## src/rtl/wb_stage.sv

```systemverilog
// Writeback stage: registers one retiring instruction per cycle, selects and
// sign-extends the writeback value, flags load faults and counts retirements.
module wb_stage #(
    parameter int unsigned XLEN  = 32,
    parameter int unsigned CNT_W = 64
) (
    input  logic             clk,
    input  logic             rst,
    input  logic             in_valid,
    input  logic             stall,
    input  logic             flush,
    input  logic [6:0]       opcode,
    input  logic [2:0]       f3,
    input  logic [4:0]       rd_in,
    input  logic [XLEN-1:0]  alu_res,
    input  logic [XLEN-1:0]  mem_rdata,
    input  logic [XLEN-1:0]  pc_plus4,
    input  logic [XLEN-1:0]  Imm,
    output logic             in_ready,
    output logic [XLEN-1:0]  DIn,
    output logic             WrEn,
    output logic [4:0]       rd,
    output logic             misalign,
    output logic             illegal,
    output logic [CNT_W-1:0] instret
);

    typedef enum logic [6:0] {
        OP_R     = 7'b0110011,
        OP_IALU  = 7'b0010011,
        OP_AUIPC = 7'b0010111,
        OP_LUI   = 7'b0110111,
        OP_JAL   = 7'b1101111,
        OP_JALR  = 7'b1100111,
        OP_LOAD  = 7'b0000011
    } opcode_e;

    logic            w_accept;
    logic            w_writes;
    logic            w_mis;
    logic            w_ill;
    logic [XLEN-1:0] w_value;
    logic [7:0]      w_byte;
    logic [15:0]     w_half;

    logic             r_v;
    logic             r_writes;
    logic             r_mis;
    logic             r_ill;
    logic [4:0]       r_rd;
    logic [XLEN-1:0]  r_value;
    logic [CNT_W-1:0] r_instret;

    assign in_ready = !stall;
    assign w_accept = in_valid && !stall && !flush;

    assign w_byte = mem_rdata[{alu_res[1:0], 3'b000} +: 8];
    assign w_half = mem_rdata[{alu_res[1], 4'b0000} +: 16];

    always_comb begin
        w_writes = 1'b0;
        w_mis    = 1'b0;
        w_ill    = 1'b0;
        w_value  = '0;
        case (opcode)
            OP_R, OP_IALU, OP_AUIPC: begin
                w_writes = 1'b1;
                w_value  = alu_res;
            end
            OP_LUI: begin
                w_writes = 1'b1;
                w_value  = Imm;
            end
            OP_JAL, OP_JALR: begin
                w_writes = 1'b1;
                w_value  = pc_plus4;
            end
            OP_LOAD: begin
                w_writes = 1'b1;
                case (f3)
                    3'b000: w_value = {{(XLEN-8){w_byte[7]}}, w_byte};
                    3'b100: w_value = {{(XLEN-8){1'b0}}, w_byte};
                    3'b001, 3'b101: begin
                        w_value = f3[2] ? {{(XLEN-16){1'b0}}, w_half}
                                        : {{(XLEN-16){w_half[15]}}, w_half};
                        w_mis   = alu_res[0];
                    end
                    3'b010: begin
                        w_value = mem_rdata;
                        w_mis   = (alu_res[1:0] != 2'b00);
                    end
                    default: w_ill = 1'b1;
                endcase
            end
            default: ;
        endcase
    end

    // Data registers only load on accept; bubbles are marked by r_v alone.
    always_ff @(posedge clk) begin
        if (rst) begin
            r_v       <= 1'b0;
            r_writes  <= 1'b0;
            r_mis     <= 1'b0;
            r_ill     <= 1'b0;
            r_rd      <= '0;
            r_value   <= '0;
            r_instret <= '0;
        end else begin
            if (r_v && !r_mis && !r_ill)
                r_instret <= r_instret + CNT_W'(1);
            r_v <= w_accept;
            if (w_accept) begin
                r_writes <= w_writes;
                r_mis    <= w_mis;
                r_ill    <= w_ill;
                r_rd     <= rd_in;
                r_value  <= w_value;
            end
        end
    end

    assign WrEn     = r_v && r_writes && !r_mis && !r_ill && (r_rd != 5'd0);
    assign DIn      = WrEn ? r_value : '0;
    assign rd       = r_rd;
    assign misalign = r_v && r_mis;
    assign illegal  = r_v && r_ill;
    assign instret  = r_instret;

endmodule

```

## config.mk

```make
export PLATFORM = sky130hd
export DESIGN_NAME = wb_stage
export DESIGN_NICKNAME = d
export VERILOG_FILES = /design/src/rtl/wb_stage.sv
export SDC_FILE = /design/constraint.sdc
export NUM_CORES = 1
export LEC_CHECK = 0
export BUFFER_PORTS_ARGS = -buffer_cell sky130_fd_sc_hd__buf_2
export CAP_MARGIN = 40
export CORE_ASPECT_RATIO = 1.5
export CORE_MARGIN = 5
export CORE_UTILIZATION = 45
export CTS_CLUSTER_DIAMETER = 30
export DETAILED_ROUTE_END_ITERATION = 10
export GPL_TIMING_DRIVEN = 0
export PLACE_DENSITY = 0.76
export SLEW_MARGIN = 0
export SYNTH_ARGS = -nofsm -noshare
export SYNTH_HDL_FRONTEND = slang
export SYNTH_SLANG_ARGS = --single-unit
```

## constraint.sdc

```tcl
create_clock -name clk -period 4 [get_ports clk]
set_input_delay 0.8 -clock clk [delete_from_list [all_inputs] [get_ports clk]]
set_output_delay 0.8 -clock clk [all_outputs]
set_load 0.03 [all_outputs]
```

==> impl_metrics.ini, run 1 <==
[outcome]
status = finished clean

[power]
leakagePower_nw = 3.33
power.density_mw_per_mm2 = 277
ir_worst_vdd_v = 0.000190

[layout]
utilization_pct = 58.5
drive_above_1_share_pct = 28.2
syn_to_final_growth_pct = 28.7
register_area_sq_mm = 0.00210
fillers = 1325
fin_cells = 1192
layout_common_cells = buf_2 (252), dfxtp_1 (105), nand2_1 (94)
final_common_cell = buf_2
final_area_sq_mm = 0.00785
fin_nets = 1173
multi_input_area_sq_mm = 0.00379

[critical_path]
path_delay_family = simple AND/OR/NAND/NOR gates
worstReg2RegEnd = instret[62]
crit_path_max_fanout = 10
r2r_slack_ns = 1.57
crit_buf_inv = 2
cp.required_ns = 3.20
slowest_stage = nor3b_1
r2r-start = instret[4]
crit_path_end_kind = output pin
slowest_delay_ns = 0.57
critPathKind = reg2out
reg2regPathDepth = 6
worstSetupStartpointType = flip-flop
path_cells = nor3b_1 > o311a_1 > clkbuf_1 > and2_1 > buf_2
worstPathArrival_ns = 2.66

[timing]
rsz0062_at_grt = no
final-setup-viol-count = 0
max_freq_mhz = 289
hold_slack_ns = 0.466
drv_slew = 0
worst_clock_skew_ns = 0.0146
worst_pin_slew_ns = 0.775
fin_tns_setup_ns = 0
finalCriticalPeriod_ns = 3.46
slew_headroom_pct = 48.2
hold_viol = 0
fin_crit_sh_pct = 86.4

[drt]
drtAntennaViolNets = 0
drt_iter0_markers = 435
post_drt_wl_per_cell_um = 18.9
first_pass_iters = 6
num_vias = 6876
routed_wl_um = 22500
vias_per_cell = 5.77
post-route-drc-count = 0

[clocking]
cts_resized = 0
cts_root_buffer = clkbuf_16
cts_sinks = 105
post_cts_buffers = 0
clkLatencyLatePin_ns = 0.36
cts_tree = yes
htreeDepth = 3
cts_buffer_depth = 2
cts_hold_buf = 0
clkTransAtPathRegs_ns = 0.08
cts_buffers = 9

[synth]
ys_ff_latch = 105
synth.top_cell.area_share_pct = 34.5
syn_inst = 762
synthArstFlopShare_pct = 0
synth_area_leader_cell = dfxtp_1
ys_seq_area_share_pct = 34.5
synth_nets = 911
synth_edf_count = 0
netlist_area_sq_mm = 0.00610
syn_avg_cell_area_sq_um = 8.00
netlist_top_cells_area = dfxtp_1 (34%), nand2_1 (5.8%), mux2i_1 (4.8%)
yosysWarnings = 0
synth_flop_cell = dfxtp_1
synthDistinctLibCells = 61

[floorplan]
ios = 253
rows = 52
core-area_sq_mm = 0.0134
dieArea_sq_mm = 0.0160
initial_core_util_pct = 45.5
die_w_um = 105
die_y_um = 153

[global_routing]
grt_pass1_wl_um = 34100
antenna_found_initial = 1
grt_start_max_net_pins = 20
grt_pass1_vias = 6691
grt_overflow = 0
gr-usage-all-layers_pct = 26.6

[placed_design]
place_hpwl_um = 18500
io_buffers = 251
placedCellCount = 1175
dpl_cell_area_sq_mm = 0.00756
gp_congestion = 1.02

[worst_hold_path]
hold_path_end = rd[4]
hold_path.class = reg2reg
hold_depth = 2
hold_start = rd[4]

[flow_run]
cap_viol_max_count = 0
==> worst max path at each step <==
| stage | depth (start not counted) | start | slack (ns) | endpoint |
|---|---|---|---|---|
| 2_1_floorplan | 4 | r_v | 1.35 | DIn[22] |
| 3_3_place_gp | 5 | r_v | 0.94 | DIn[12] |
| 3_5_place_dp | 5 | r_v | 0.94 | DIn[12] |
| 4_1_cts | 5 | r_v | 0.50 | DIn[12] |
| 5_1_grt | 5 | r_v | 0.35 | DIn[5] |
| 6_report | 5 | r_v | 0.54 | DIn[5] |
==> through the flow <==
| step | worst slack [ns] | total power, mW |
|---|---|---|
| floorplan | 1.35 | 1.19 |
| global placement | 0.941 | 1.31 |
| detailed placement | 0.940 | 1.31 |
| CTS | 0.497 | 2.18 |
| global route | 0.353 | 2.24 |
| finish | 0.543 | 2.17 |
==> synthesized netlist by cell type (10+ instances only) <==
library cell	number
dfxtp_1	105
nand2_1	94
a21oi_1	55
nor2_1	52
o21ai_0	52
and2_1	39
clkbuf_1	38
nand3_1	38
mux2i_1	29
nand4_1	24
or3_1	21
o21a_1	20
xor2_1	20
a2bb2oi_1	18
xnor2_1	18
a221oi_1	15
nor3_1	11
a22oi_1	10
==> state kept, by name (all words and copies together) (netlist names) <==
register / flops
instret: 64
r_value: 32
rd: 5
r_ill: 1
r_mis: 1
r_v: 1
r_writes: 1
==> cell type report <==
| class | instances | area share (%) |
|---|---|---|
| multi-input combinational | 606 | 48.4 |
| sequential | 105 | 26.8 |
| timing repair buffer | 251 | 16.0 |
| clock buffer | 9 | 2.87 |
| tap | 162 | 2.58 |
| buffer | 44 | 2.23 |
| clock inverter | 7 | 0.781 |
| inverter | 7 | 0.335 |
| antenna | 1 | 0.0319 |
==> report_power, final <==
group | internal [mW] | switching, mW
Clock | 0.437 | 0.446
Combinational | 0.108 | 0.135
Sequential | 1.05 | 0.00228
Total | 1.59 | 0.583
==> cells by family (layout without fill, tap and decap cells) <==
| logic type | Yosys count | after routing | share of synthesized area (%) |
|---|---|---|---|
| AO/OA/AOI/OAI | 203 | 203 | 21.8 |
| XOR/XNOR | 38 | 38 | 5.46 |
| adder cells (fa/ha/maj) | 1 | 1 | 0.205 |
| buffers and inverters | 51 | 318 | 3.30 |
| flip-flops | 105 | 105 | 34.5 |
| multiplexers | 32 | 32 | 5.68 |
| other | 0 | 1 | 0 |
| AND/OR/NAND/NOR | 332 | 332 | 29.1 |
==> layer usage <==
metal,vias up,track usage (%),share of wire (%)
met1,3152,28.3,35
met4,0,13.6,5.0
li1,3330,-,-
met5,-,0,0
met2,332,47.6,51
met3,62,6.78,8.6
==> tightest hold or removal path, stage by stage, from the launching register on <==
cell,delay (ns)
dfxtp_1,0.32
nand2_1,0.05
a21oi_1,0.05
(Power assumes the default switching activity.)
==> inputs of run 2 (changes only) <==
--- a/config.mk
+++ b/config.mk
@@ -14,6 +14,7 @@
 export DETAILED_ROUTE_END_ITERATION = 10
 export GPL_TIMING_DRIVEN = 0
 export PLACE_DENSITY = 0.76
+export RECOVER_POWER = 50
 export SLEW_MARGIN = 0
 export SYNTH_ARGS = -nofsm -noshare
 export SYNTH_HDL_FRONTEND = slang
==> run 2 against run 1 <==
  * Sequential power is essentially flat
  * Flip-flop and latch count unchanged
  * Hold slack better by 0.0036 ns
  * Clock skew decreased by 0.0013 ns
==> impl_metrics.ini, run 2 (synthesized netlist as in run 1, its figures left out) <==
[outcome]
status = finished clean

[placed_design]
io_buffers = 251
dpl_cell_area_sq_mm = 0.00756
gp_congestion = 1.02
place_hpwl_um = 18500

[drt]
vias_per_cell = 5.77
drtAntennaViolNets = 0
routed_wl_um = 22500
first_pass_iters = 5
post_drt_wl_per_cell_um = 18.9
drt_iter0_markers = 426
num_vias = 6883
post-route-drc-count = 0

[clocking]
htreeDepth = 3
cts_root_buffer = clkbuf_16
cts_resized = 0
clkTransAtPathRegs_ns = 0.07
cts_buffer_depth = 2
cts_sinks = 105
cts_tree = yes
clkLatencyLatePin_ns = 0.36
post_cts_buffers = 0
cts_buffers = 9
cts_hold_buf = 0

[critical_path]
crit_path_max_fanout = 10
slowest_stage = nor3b_1
critPathKind = reg2out
slowest_delay_ns = 0.57
path_cells = nor3b_1 > o311a_1 > clkbuf_1 > and2_1 > buf_2
crit_buf_inv = 2
path_delay_family = simple AND/OR/NAND/NOR gates
crit_path_end_kind = output pin
worstPathArrival_ns = 2.64
worstSetupStartpointType = flip-flop
r2r_slack_ns = 1.30
cp.required_ns = 3.20

[floorplan]
die_w_um = 105
initial_core_util_pct = 45.5
ios = 253
core-area_sq_mm = 0.0134
rows = 52
die_y_um = 153
dieArea_sq_mm = 0.0160

[timing]
drv_slew = 0
fin_tns_setup_ns = 0
max_freq_mhz = 291
worst_clock_skew_ns = 0.0133
final-setup-viol-count = 0
fin_crit_sh_pct = 86.0
finalCriticalPeriod_ns = 3.44
worst_pin_slew_ns = 0.815
hold_viol = 0
rsz0062_at_grt = no
hold_slack_ns = 0.470
slew_headroom_pct = 45.5

[global_routing]
grt_start_max_net_pins = 20
gr-usage-all-layers_pct = 26.6
antenna_found_initial = 1
grt_pass1_vias = 6691
grt_overflow = 0
grt_pass1_wl_um = 34100

[layout]
drive_above_1_share_pct = 20.5
fin_nets = 1173
final_common_cell = buf_2
layout_common_cells = buf_2 (178), clkbuf_1 (114), dfxtp_1 (105)
final_area_sq_mm = 0.00773
largest_reg_flops = 64
utilization_pct = 57.7
syn_to_final_growth_pct = 26.8

[flow_run]
cap_viol_max_count = 0

[power]
ir_worst_vdd_v = 0.000190
seq_power_share_pct = 48.3
power.density_mw_per_mm2 = 281
p_sw_mw = 0.581
clkPwrFrac_pct = 40.6
leakagePower_nw = 3.00
internal_power_mw = 1.59
switching_share_pct = 26.8
comb_power_share_pct = 11.1

[worst_hold_path]
hold_path.class = reg2reg
-- run 2: cell count changes in the layout (fill, tap and decap cells not counted), sizes merged --
cell    change
buf        -75
clkbuf     +75
-- run 2: routing by layer --
| layer | wire (um) | GRT usage [%] | part of all wire (%) |
|---|---|---|---|
| met3 | 1940 | 6.78 | 8.6 |
| met5 | 0 | 0 | 0 |
| met1 | 8040 | 28.3 | 36 |
| met2 | 11500 | 47.6 | 51 |
| met4 | 1090 | 13.6 | 4.8 |
-- run 2: tightest hold or removal path, cell delays in order (launching register included) --
cell	delay, ns
dfxtp_1	0.32
nand2_1	0.05
a21oi_1	0.05
-- run 2: cell type report --
cell class,instances,area (sq um)
inverter,7,26.3
tap,162,203
timing repair buffer,251,1160
sequential,105,2100
buffer,44,166
multi-input combinational,606,3780
clock buffer,9,225
fill,1352,5670
clock inverter,7,61.3
antenna,1,2.50
-- run 2: worst paths after layout --
kind / start / cells after the start / to
max: r_v / 5 / DIn[5]
min: rd[4] / 2 / rd[4]
max reg2reg: r_ill / 6 / instret[62]
min reg2reg: rd[4] / 2 / rd[4]
-- run 2: through the flow --
stage	cells	worst slack, ns	total power [mW]
final	1192	0.560	2.17
after global routing	1192	0.353	2.24
after CTS	1191	0.497	2.18
after detailed placement	1175	0.940	1.31
after global placement	1175	0.941	1.31
after floorplan	762	1.35	1.19
-- run 2: power by group through the flow --
| stage | combinational, mW | sequential (mW) | clock, mW |
|---|---|---|---|
| 2_1_floorplan | 0.109 | 1.08 | 0 |
| 3_3_place_gp | 0.239 | 1.07 | 0 |
| 3_5_place_dp | 0.239 | 1.07 | 0 |
| 4_1_cts | 0.240 | 1.05 | 0.888 |
| 5_1_grt | 0.259 | 1.05 | 0.928 |
| 6_report | 0.241 | 1.05 | 0.881 |
